`src/rtl/toggle_link_rx_pkg.sv`:
```
// Shared types and widths for the clock-plus-toggle link receiver.
//   state_t  : FSM encoding reported on the state output (3 is unused).
//   GOOD_W   : width of the wrapping good-sample counter.
//   ERR_W    : width of the saturating error counter.
//   PERIOD_W : width of the strobe period measurement.
//   ERR_MAX  : saturation value of the error counter.
package toggle_link_rx_pkg;

  typedef enum logic [1:0] {
    IDLE   = 2'd0,
    ACQ    = 2'd1,
    LOCKED = 2'd2
  } state_t;

  localparam int unsigned GOOD_W   = 16;
  localparam int unsigned ERR_W    = 8;
  localparam int unsigned PERIOD_W = 8;

  localparam logic [ERR_W-1:0] ERR_MAX = 8'hFF;

endpackage

```
`src/rtl/toggle_link_rx_if.sv`:
```
// Pad-side inputs and status outputs of the toggle link receiver.
//   master : drives rx_strobe, rx_toggle, clear; observes status.
//   slave  : the receiver; samples the inputs, drives locked, err, state,
//            good_cnt, err_cnt and period.
interface toggle_link_rx_if;
  import toggle_link_rx_pkg::*;

  logic                rx_strobe;
  logic                rx_toggle;
  logic                clear;
  logic                locked;
  logic                err;
  logic [1:0]          state;
  logic [GOOD_W-1:0]   good_cnt;
  logic [ERR_W-1:0]    err_cnt;
  logic [PERIOD_W-1:0] period;

  modport master (
    output rx_strobe, rx_toggle, clear,
    input  locked, err, state, good_cnt, err_cnt, period
  );

  modport slave (
    input  rx_strobe, rx_toggle, clear,
    output locked, err, state, good_cnt, err_cnt, period
  );

endinterface

```
`src/rtl/toggle_link_sync.sv`:
```
// Multi-flop synchronizer for an asynchronous pad input.
//   clk, rst_n : local clock, asynchronous active-low reset (flops reset to 0).
//   d          : asynchronous input.
//   q          : synchronized level (SYNC_STAGES flops deep).
//   fall       : one-cycle pulse when q goes 1->0 (tied 0 when EDGE_EN=0).
module toggle_link_sync #(
  parameter int unsigned SYNC_STAGES = 2,
  parameter bit          EDGE_EN     = 1'b1
) (
  input  logic clk,
  input  logic rst_n,
  input  logic d,
  output logic q,
  output logic fall
);

  logic [SYNC_STAGES-1:0] chain;

  always_ff @(posedge clk or negedge rst_n) begin
    if (!rst_n) chain <= '0;
    else        chain <= {chain[SYNC_STAGES-2:0], d};
  end

  assign q = chain[SYNC_STAGES-1];

  generate
    if (EDGE_EN) begin : g_edge
      logic prev;
      always_ff @(posedge clk or negedge rst_n) begin
        if (!rst_n) prev <= 1'b0;
        else        prev <= q;
      end
      assign fall = prev & ~q;
    end else begin : g_level
      assign fall = 1'b0;
    end
  endgenerate

endmodule

```
`src/rtl/toggle_link_rx.sv`:
```
// Receiver/checker for the forwarded-clock plus toggle diagnostic link.
// Synchronizes strobe and toggle, samples the toggle on each strobe falling
// edge, locks after LOCK_COUNT consecutive alternating samples and counts
// good samples and mismatches while locked.
//   clk, rst_n : local clock, asynchronous active-low reset.
//   link       : toggle_link_rx_if.slave (rx_strobe, rx_toggle, clear in;
//                locked, err, state, good_cnt, err_cnt, period out).
// Optional feature: define TOGGLE_LINK_RX_PERIOD_EN to measure the strobe
// period in local cycles; otherwise period reads 0.
module toggle_link_rx
  import toggle_link_rx_pkg::*;
#(
  parameter int unsigned SYNC_STAGES = 2,
  parameter int unsigned LOCK_COUNT  = 8,
  parameter int unsigned TIMEOUT     = 255
) (
  input  logic             clk,
  input  logic             rst_n,
  toggle_link_rx_if.slave  link
);

  localparam logic [7:0]  LOCK_LAST = 8'(LOCK_COUNT - 1);
  localparam logic [15:0] TMO_LAST  = 16'(TIMEOUT - 1);

  logic fall_pulse;
  logic strobe_level_unused;
  logic tog_sync;
  logic tog_fall_unused;

  toggle_link_sync #(.SYNC_STAGES(SYNC_STAGES), .EDGE_EN(1'b1)) u_strobe_sync (
    .clk  (clk),
    .rst_n(rst_n),
    .d    (link.rx_strobe),
    .q    (strobe_level_unused),
    .fall (fall_pulse)
  );

  toggle_link_sync #(.SYNC_STAGES(SYNC_STAGES), .EDGE_EN(1'b0)) u_toggle_sync (
    .clk  (clk),
    .rst_n(rst_n),
    .d    (link.rx_toggle),
    .q    (tog_sync),
    .fall (tog_fall_unused)
  );

  state_t            state_q;
  logic              locked_q;
  logic              err_q;
  logic              last_tog;
  logic [7:0]        run;
  logic [15:0]       tmo;
  logic [GOOD_W-1:0] good_cnt;
  logic [ERR_W-1:0]  err_cnt;
  logic              good_sample;

  assign good_sample = tog_sync ^ last_tog;

  always_ff @(posedge clk or negedge rst_n) begin
    if (!rst_n) begin
      state_q  <= IDLE;
      locked_q <= 1'b0;
      err_q    <= 1'b0;
      last_tog <= 1'b0;
      run      <= '0;
      tmo      <= '0;
      good_cnt <= '0;
      err_cnt  <= '0;
    end else begin
      if (!(state_q inside {IDLE, ACQ, LOCKED})) begin
        state_q  <= IDLE;
        locked_q <= 1'b0;
        tmo      <= '0;
      end else if (fall_pulse) begin
        // A sample beats a coincident timeout: process it and restart the timer.
        tmo      <= '0;
        last_tog <= tog_sync;
        case (state_q)
          IDLE: begin
            run     <= '0;
            state_q <= ACQ;
          end
          ACQ: begin
            if (good_sample) begin
              if (run == LOCK_LAST) begin
                run      <= '0;
                state_q  <= LOCKED;
                locked_q <= 1'b1;
              end else begin
                run <= run + 8'd1;
              end
            end else begin
              run <= '0;
            end
          end
          default: begin
            if (good_sample) begin
              good_cnt <= good_cnt + GOOD_W'(1);
            end else begin
              if (err_cnt != ERR_MAX) err_cnt <= err_cnt + ERR_W'(1);
              err_q    <= 1'b1;
              run      <= '0;
              state_q  <= ACQ;
              locked_q <= 1'b0;
            end
          end
        endcase
      end else if (state_q != IDLE) begin
        if (tmo == TMO_LAST) begin
          tmo      <= '0;
          state_q  <= IDLE;
          locked_q <= 1'b0;
        end else begin
          tmo <= tmo + 16'd1;
        end
      end

      // Placed last so a coincident increment is overridden.
      if (link.clear) begin
        good_cnt <= '0;
        err_cnt  <= '0;
        err_q    <= 1'b0;
      end
    end
  end

  assign link.locked   = locked_q;
  assign link.err      = err_q;
  assign link.state    = state_q;
  assign link.good_cnt = good_cnt;
  assign link.err_cnt  = err_cnt;

`ifdef TOGGLE_LINK_RX_PERIOD_EN
  logic [PERIOD_W-1:0] per_cnt;
  logic [PERIOD_W-1:0] period_q;

  // per_cnt holds the cycles elapsed since the previous fall_pulse.
  always_ff @(posedge clk or negedge rst_n) begin
    if (!rst_n) begin
      per_cnt  <= '0;
      period_q <= '0;
    end else if (fall_pulse) begin
      period_q <= per_cnt;
      per_cnt  <= PERIOD_W'(1);
    end else if (per_cnt != '1) begin
      per_cnt <= per_cnt + PERIOD_W'(1);
    end
  end

  assign link.period = period_q;
`else
  assign link.period = '0;
`endif

endmodule
```
`src/flat_wrapper.sv`:
```
// flat-port wrapper written by rule: the top's interface ports become plain ports
module toggle_link_rx_flat import toggle_link_rx_pkg::*;
#(
  parameter int unsigned SYNC_STAGES = 2,
  parameter int unsigned LOCK_COUNT  = 8,
  parameter int unsigned TIMEOUT     = 255
)
  (clk, rst_n, link_rx_strobe, link_rx_toggle, link_clear, link_locked, link_err, link_state, link_good_cnt, link_err_cnt, link_period);
  toggle_link_rx_if link_i ();
  input  logic clk;
  input  logic rst_n;
  input wire logic [$bits(link_i.rx_strobe)-1:0] link_rx_strobe;
  input wire logic [$bits(link_i.rx_toggle)-1:0] link_rx_toggle;
  input wire logic [$bits(link_i.clear)-1:0] link_clear;
  output wire logic [$bits(link_i.locked)-1:0] link_locked;
  output wire logic [$bits(link_i.err)-1:0] link_err;
  output wire logic [$bits(link_i.state)-1:0] link_state;
  output wire logic [$bits(link_i.good_cnt)-1:0] link_good_cnt;
  output wire logic [$bits(link_i.err_cnt)-1:0] link_err_cnt;
  output wire logic [$bits(link_i.period)-1:0] link_period;
  assign link_i.rx_strobe = link_rx_strobe;
  assign link_i.rx_toggle = link_rx_toggle;
  assign link_i.clear = link_clear;
  assign link_locked = link_i.locked;
  assign link_err = link_i.err;
  assign link_state = link_i.state;
  assign link_good_cnt = link_i.good_cnt;
  assign link_err_cnt = link_i.err_cnt;
  assign link_period = link_i.period;
  toggle_link_rx #(.SYNC_STAGES(SYNC_STAGES), .LOCK_COUNT(LOCK_COUNT), .TIMEOUT(TIMEOUT)) u_core (.clk(clk), .rst_n(rst_n), .link(link_i));
endmodule
```
`config.mk`:
```
export PLATFORM = sky130hd
export DESIGN_NAME = toggle_link_rx_flat
export DESIGN_NICKNAME = d
export VERILOG_FILES = /design/src/rtl/toggle_link_rx_pkg.sv /design/src/rtl/toggle_link_rx_if.sv /design/src/rtl/toggle_link_sync.sv /design/src/rtl/toggle_link_rx.sv /design/src/flat_wrapper.sv
export SDC_FILE = /design/constraint.sdc
export NUM_CORES = 1
export LEC_CHECK = 0
export CAP_MARGIN = 15
export CORE_AREA = 2 2 116 73
export CTS_CLUSTER_SIZE = 20
export DETAILED_ROUTE_END_ITERATION = 12
export DIE_AREA = 0 0 118 75
export DONT_BUFFER_PORTS = 1
export HOLD_SLACK_MARGIN = 0.08
export SYNTH_ARGS = -nofsm -noshare
export SYNTH_HDL_FRONTEND = slang
export SYNTH_SLANG_ARGS = --single-unit
```
`constraint.sdc`:
```
create_clock -name clk -period 3.45 [get_ports clk]
set_input_delay 0.5175 -clock clk [delete_from_list [all_inputs] [get_ports clk]]
set_output_delay 0.5175 -clock clk [all_outputs]
set_load 0.005 [all_outputs]
```
# --- Word level (Yosys, flattened, before mapping) ---
# Index checks and enable logic that the tools add are counted.
word_totals:
  register_bits: 58
  input_bits: 5
  out_inout_bits: 36
op_classes:
  addsub: 4
  n_eq_ne: 15
  mux: 40
  bitwise_logic: 3
  n_reduce_logical: 15
op_table:
  columns: ["operator", "n"]
  rows:
  - ["two-way mux 16 bit", 9]
  - ["two-way mux 8 bit", 9]
  - ["adder 16 x 1 -> 16 bit (second input constant)", 2]
  - ["adder 8 x 1 -> 8 bit (second input constant)", 2]
  - ["== test 16 x 8 -> 1 bit (second input constant)", 1]
  - ["one-hot mux 8 bit (2 select lines)", 1]
  - ["two-way mux 2 bit", 7]
  - ["two-way mux 1 bit", 12]
  - ["!= test 4 bit (second input constant)", 3]
  - ["AND reduction 5 bit", 2]
  - ["nonzero test 2 bit", 5]
  - ["== test 8 x 3 -> 1 bit (second input constant)", 1]
  - ["!= test 8 bit (second input constant)", 1]
  - ["AND reduction 4 bit", 2]
  - ["!= test 3 x 2 -> 1 bit (second input constant)", 2]
  - ["!= test 3 bit (second input constant)", 2]
  - ["AND reduction 6 bit", 1]
  - ["!= test 5 bit (second input constant)", 1]
  - ["one-hot mux 2 bit (2 select lines)", 1]
  - ["AND reduction 3 bit", 1]
  - ["nonzero test 3 bit", 1]
  - ["== test 2 x 1 -> 1 bit (second input constant)", 1]
  - ["== test 2 bit (second input constant)", 1]
  - ["logical NOT 2 bit", 1]
  - ["other kinds (8)", 8]

# --- Longest topological paths before layout ---
depth:
  ltp_word: 7
  depth_mapped: 8

# --- By module ---
# Synthesis repeated with hierarchy kept, for this count alone.
hier_totals:
  cells_unflattened: 308
  hier_area_um2: 2982.9
modules_own_cells:
  columns: ["module", "n_inst", "cells_per_inst", "area_per_inst_um2"]
  rows:
  - ["toggle_link_rx", 1, 300, 2832.7]
  - ["toggle_link_sync at u_core.u_strobe_sync", 1, 4, 88.8]
  - ["toggle_link_sync at u_core.u_toggle_sync", 1, 4, 61.3]

# --- Least setup slack after synthesis ---
# No wires, ideal clock.
synth_path:
  kind: "register to register"
  startpoint: "register u_core.tmo[8]"
  endpoint: "register u_core.tmo[14]"
  setup_time_ps: 133
  arrival_ps: 1793
  required_time_ps: 3317
  path_slack_ps: 1524
  stages_incl_launch_ff: 8
  path_buffers: 2
  synth_period_minus_slack_ps: 1926
  path_cell_list: "dfrtp_1 > clkbuf_2 > or4_4 > nor4_4 > nor3_2 > buf_6 > a32oi_1 > nand2_1"
synth_via:
  elab_chain_cells: 5
synth_lines:
  columns: ["element", "line", "source"]
  rows:
  - ["start, declared", "toggle_link_rx.sv:51", "logic [15:0] tmo;"]
  - ["start signal, assigned", "toggle_link_rx.sv:113", "tmo <= tmo + 16'd1;"]
  - ["adder 16 x 1 -> 16 bit / == test 16 x 8 -> 1 bit (equally long branches)", "toggle_link_rx.sv:113, toggle_link_rx.sv:108", null]
  - ["two-way mux 16 bit *", "toggle_link_rx.sv:108", "if (tmo == TMO_LAST) begin"]
  - ["two-way mux 16 bit *", "toggle_link_rx.sv:107", "end else if (state_q != IDLE) begin"]
  - ["two-way mux 16 bit *", "toggle_link_rx.sv:73", "end else if (fall_pulse) begin"]
  - ["two-way mux 16 bit *", "toggle_link_rx.sv:69", "if (!(state_q inside {IDLE, ACQ, LOCKED})) begin"]
# Mark *: on every way between the ends. The rest lies on a longest branch, timed or not. The select of a mux whose other input is x is not followed.
# A chain may end at the register's enable or synchronous reset.

# --- Worst setup path in the final report ---
layout_path:
  startpoint: "register u_core.state_q[1], in the netlist u_core.link.state[1]"
  endpoint: "register u_core.good_cnt[11], in the netlist u_core.link.good_cnt[11]"
layout_via:
  elab_chain_cells: 4
layout_lines:
  columns: ["element", "line", "source"]
  rows:
  - ["start, declared", "toggle_link_rx.sv:46", "state_t state_q;"]
  - ["start signal, assigned", "toggle_link_rx.sv:60", "state_q <= IDLE;"]
  - ["start signal, assigned", "toggle_link_rx.sv:70", "state_q <= IDLE;"]
  - ["start signal, assigned", "toggle_link_rx.sv:80", "state_q <= ACQ;"]
  - ["== test 2 x 1 -> 1 bit, or another cell as far along", "toggle_link_rx.sv:69, toggle_link_rx.sv:77", null]
  - ["OR reduction 2 bit (no line) / nonzero test 3 bit (equally long branches)", null, null]
  - ["!= test 2 x 1 -> 1 bit (no line) / nonzero test 2 bit (equally long branches)", null, null]
  - ["AND reduction 4 bit (no line) *", null, null]
  - ["end signal, assigned", "toggle_link_rx.sv:97", "good_cnt <= good_cnt + GOOD_W'(1);"]
  - ["end, declared", "toggle_link_rx.sv:52", "logic [GOOD_W-1:0] good_cnt;"]
# Mark *: on every way between the ends. The rest lies on a longest branch, timed or not.

==> results.tsv <==
metric	value	unit
clk buf depth	2	
post-DR wirelength/cell	15.8	um
Switch Pwr	0.000464	W
Top Family by Delay on Critical Path	simple AND/OR/NAND/NOR gates	
syn_area_per_cell	9.53	sq um
crit path kind	flop to flop	
Mapped Area	3050	sq um
clock power share	52.5	%
slack of the critical path	1.17	ns
Tightest Pin Transition	1.01	ns
Seq pwr share	40.1	%
Die Area	8850	sq um
worst slack at placement	1.20	ns
predominant post-synthesis flop cell	dfrtp_1	
CTS Root Cell	clkbuf_16	
WP data required	3.67	ns
share of cells above drive strength 1	7.38	%
GRT Overall Usage	16.6	%
Top Metal Used	met4	
Cell Pwr Density	557	nW/um^2
Core Box Area	7730	sq um
slowest stage cell, crit path	nor4_1	
synth unique cells	50	
CTS tree	yes	
Post-DP HPWL	4550	um
Syn. warnings	0	
Multi-input gate area	1490	sq um
GR Overflow Total	0	
first-pass GRT wire length	11200	um
Comb pwr share	7.4	%
CTS Sinks	58	
Final Setup Violations	0	
CTS buffer count	9	
run status	finished, final reports clean	
routed length on met2	2690	um
Worst VDD drop	313	uV
Seq/Total Area, Yosys	47.6	%
crit path max fanout	18	
top-area cell type share of the netlist area	47.6	%
Int Power	0.00147	W
switch share	24.0	%
worst-path cell chain	nand4bb_1, nor4_1, nand4_1, xor2_1, nor2_1	
H-tree Lvls	3	
RSZ-0062 raised after global routing	no	
Lkg Pwr	1.45	nW
Area growth, synth to finish	13.7	%
fill count	719	
ANT cells	0	
max-cap violations	0	
Final Hold Fails	0	
Residual DRC	0	
Fin Setup TNS	0	ns
critical path's largest stage delay	0.74	ns
Synth area leader	dfrtp_1	
CTS resizes	0	
Worst Hold Class	input pin to flop	
ys async rst share	100	%
Buf/Inv on CP	0	
fmax	439	MHz
Initial Utilization	39.5	%
RePlAce Congestion	0.816	
1st-iter DRT viols	179	
Seq cells post-synth	58	
total number of vias	2372	
Crit path arrival time	2.49	ns
Seq. cell area	1450	sq um
CTS clk-pin slew, worst paths	0.05	ns
Tmin final	2.28	ns
largest net degree at the start of global routing	59	
initial antenna violation count	0	
vias in the first global route	2127	
ranking of synthesized cells by area	dfrtp_1, nor2_1, xor2_1	
met3 wire length	502	um
Post-synth EDFFs	0	
fin nets	330	
Die Span Y	75	um
type of element capturing the critical path	flop	
Routed Antenna Nets	0	
clock skew	0.00737	ns
Pre-antenna DRT Iters	5	
slew margin rel.	32.5	%
Worst-Skew Late Latency	0.33	ns
fin. max-slew vios	0	
DRT Wirelength	6830	um
crit share post-route	66.0	%
row count	25	
vias per inst	5.48	
die width	118	um
crit path launch type	flop	
overall power	0.00193	W
Port Buf Inserts	0	
M1 WL	3570	um
number of placed I/O pins	41	
cells after synthesis	320	
==> through the flow <==
stage,cells,area [sq um],util [%],hold slack (ns)
after floorplan,327,3080,-,0.222
after global placement,415,3100,40.1,0.226
after detailed placement,415,3100,40.1,0.226
after CTS,433,3470,44.9,0.201
after global routing,433,3470,44.9,0.197
final,433,3470,44.9,0.213
==> registers in the layout (all words and copies together) (netlist names) <==
register / cells
u_core.link.good_cnt: 16
u_core.tmo: 16
u_core.link.err_cnt: 8
u_core.run: 8
u_core.link.state: 2
u_core.u_strobe_sync.chain: 2
u_core.u_toggle_sync.chain: 2
u_core.last_tog: 1
u_core.link.err: 1
u_core.link.locked: 1
u_core.u_strobe_sync.g_edge.prev: 1
==> power groups by stage <==
stage / Combinational [W] / Clock [W] / Sequential [W]
after floorplan: 0.000134 / 0 / 0.000755
after global routing: 0.000167 / 0.00106 / 0.000787
after CTS: 0.000143 / 0.00103 / 0.000775
final: 0.000142 / 0.00102 / 0.000775
after global placement: 0.000121 / 0 / 0.000784
after detailed placement: 0.000122 / 0 / 0.000786
==> per-layer routing <==
| metal | up-vias | GRT usage, % |
|---|---|---|
| met4 | 0 | 6.69 |
| met5 | - | 0 |
| met3 | 7 | 6.82 |
| met2 | 73 | 20.3 |
| li1 | 1145 | - |
| met1 | 1147 | 25.0 |
==> final timing paths <==
kind	start	endpoint	slack, ns	depth (start not counted)
max in group asynchronous	rst_n	u_core.run[6]$_DFFE_PN0P_	2.46	2
setup reg to reg	u_core.link.state[1]$_DFFE_PN0P_	u_core.link.good_cnt[11]$_DFFE_PN0P_	1.17	5
hold reg to reg	u_core.u_toggle_sync.chain[0]$_DFF_PN0_	u_core.u_toggle_sync.chain[1]$_DFF_PN0_	0.35	0
min in group asynchronous	rst_n	u_core.tmo[11]$_DFFE_PN0P_	0.73	2
hold / removal	link_rx_toggle	u_core.u_toggle_sync.chain[0]$_DFF_PN0_	0.21	0
setup / recovery	u_core.link.state[1]$_DFFE_PN0P_	u_core.link.good_cnt[11]$_DFFE_PN0P_	1.17	5
==> timing repair <==
item                                   CTS  global route
setup endpoints to repair                0             0
hold buffers                             2             0
buffers inserted                         0             0
endpoints found under the hold margin   58             0
==> synth_stat cells, drive strengths merged, types with 6 or more instances <==
master and n:
dfrtp 58, nor2 37, nand2 29, o21ai 21, a21oi 17, nand3 16, buf 15, xor2 15
nand4 14, a31oi 11, xnor2 11, and3 7, clkbuf 6
==> cell type report <==
| class | count | area share (%) |
|---|---|---|
| Multi-Input combinational cell | 244 | 42.9 |
| Sequential cell | 58 | 41.8 |
| Clock buffer | 11 | 6.71 |
| Tap cell | 108 | 3.90 |
| Clock inverter | 5 | 2.96 |
| Timing Repair Buffer | 3 | 1.30 |
| Inverter | 4 | 0.433 |
==> placed cells by master (no fill, tap or decap), types with 3 or more instances in the layout <==
master,n
a21oi_1,17
inv_1,4
nor4_1,4
clkbuf_16,9
nand2_1,29
dfrtp_1,58
nand4_1,14
and3_1,7
bufinv_16,3
a31oi_1,11
and2_1,3
o21ai_0,20
xor2_1,14
nor3_1,4
nand3_1,16
and4_1,3
nor2b_1,3
nor2_1,37
o31ai_1,5
ha_1,5
a41oi_1,4
conb_1,8
xnor2_1,11
==> logic make-up after synthesis <==
group | synth area share, %
AO/OA/AOI/OAI | 13.6
adder cells (fa/ha/maj) | 2.05
AND/OR/NAND/NOR | 23.3
flip-flops | 47.6
buffers and inverters | 4.51
XOR/XNOR | 7.71
multiplexers | 1.03
other | 0.123
No activity file was read; power rests on OpenSTA's default activity.
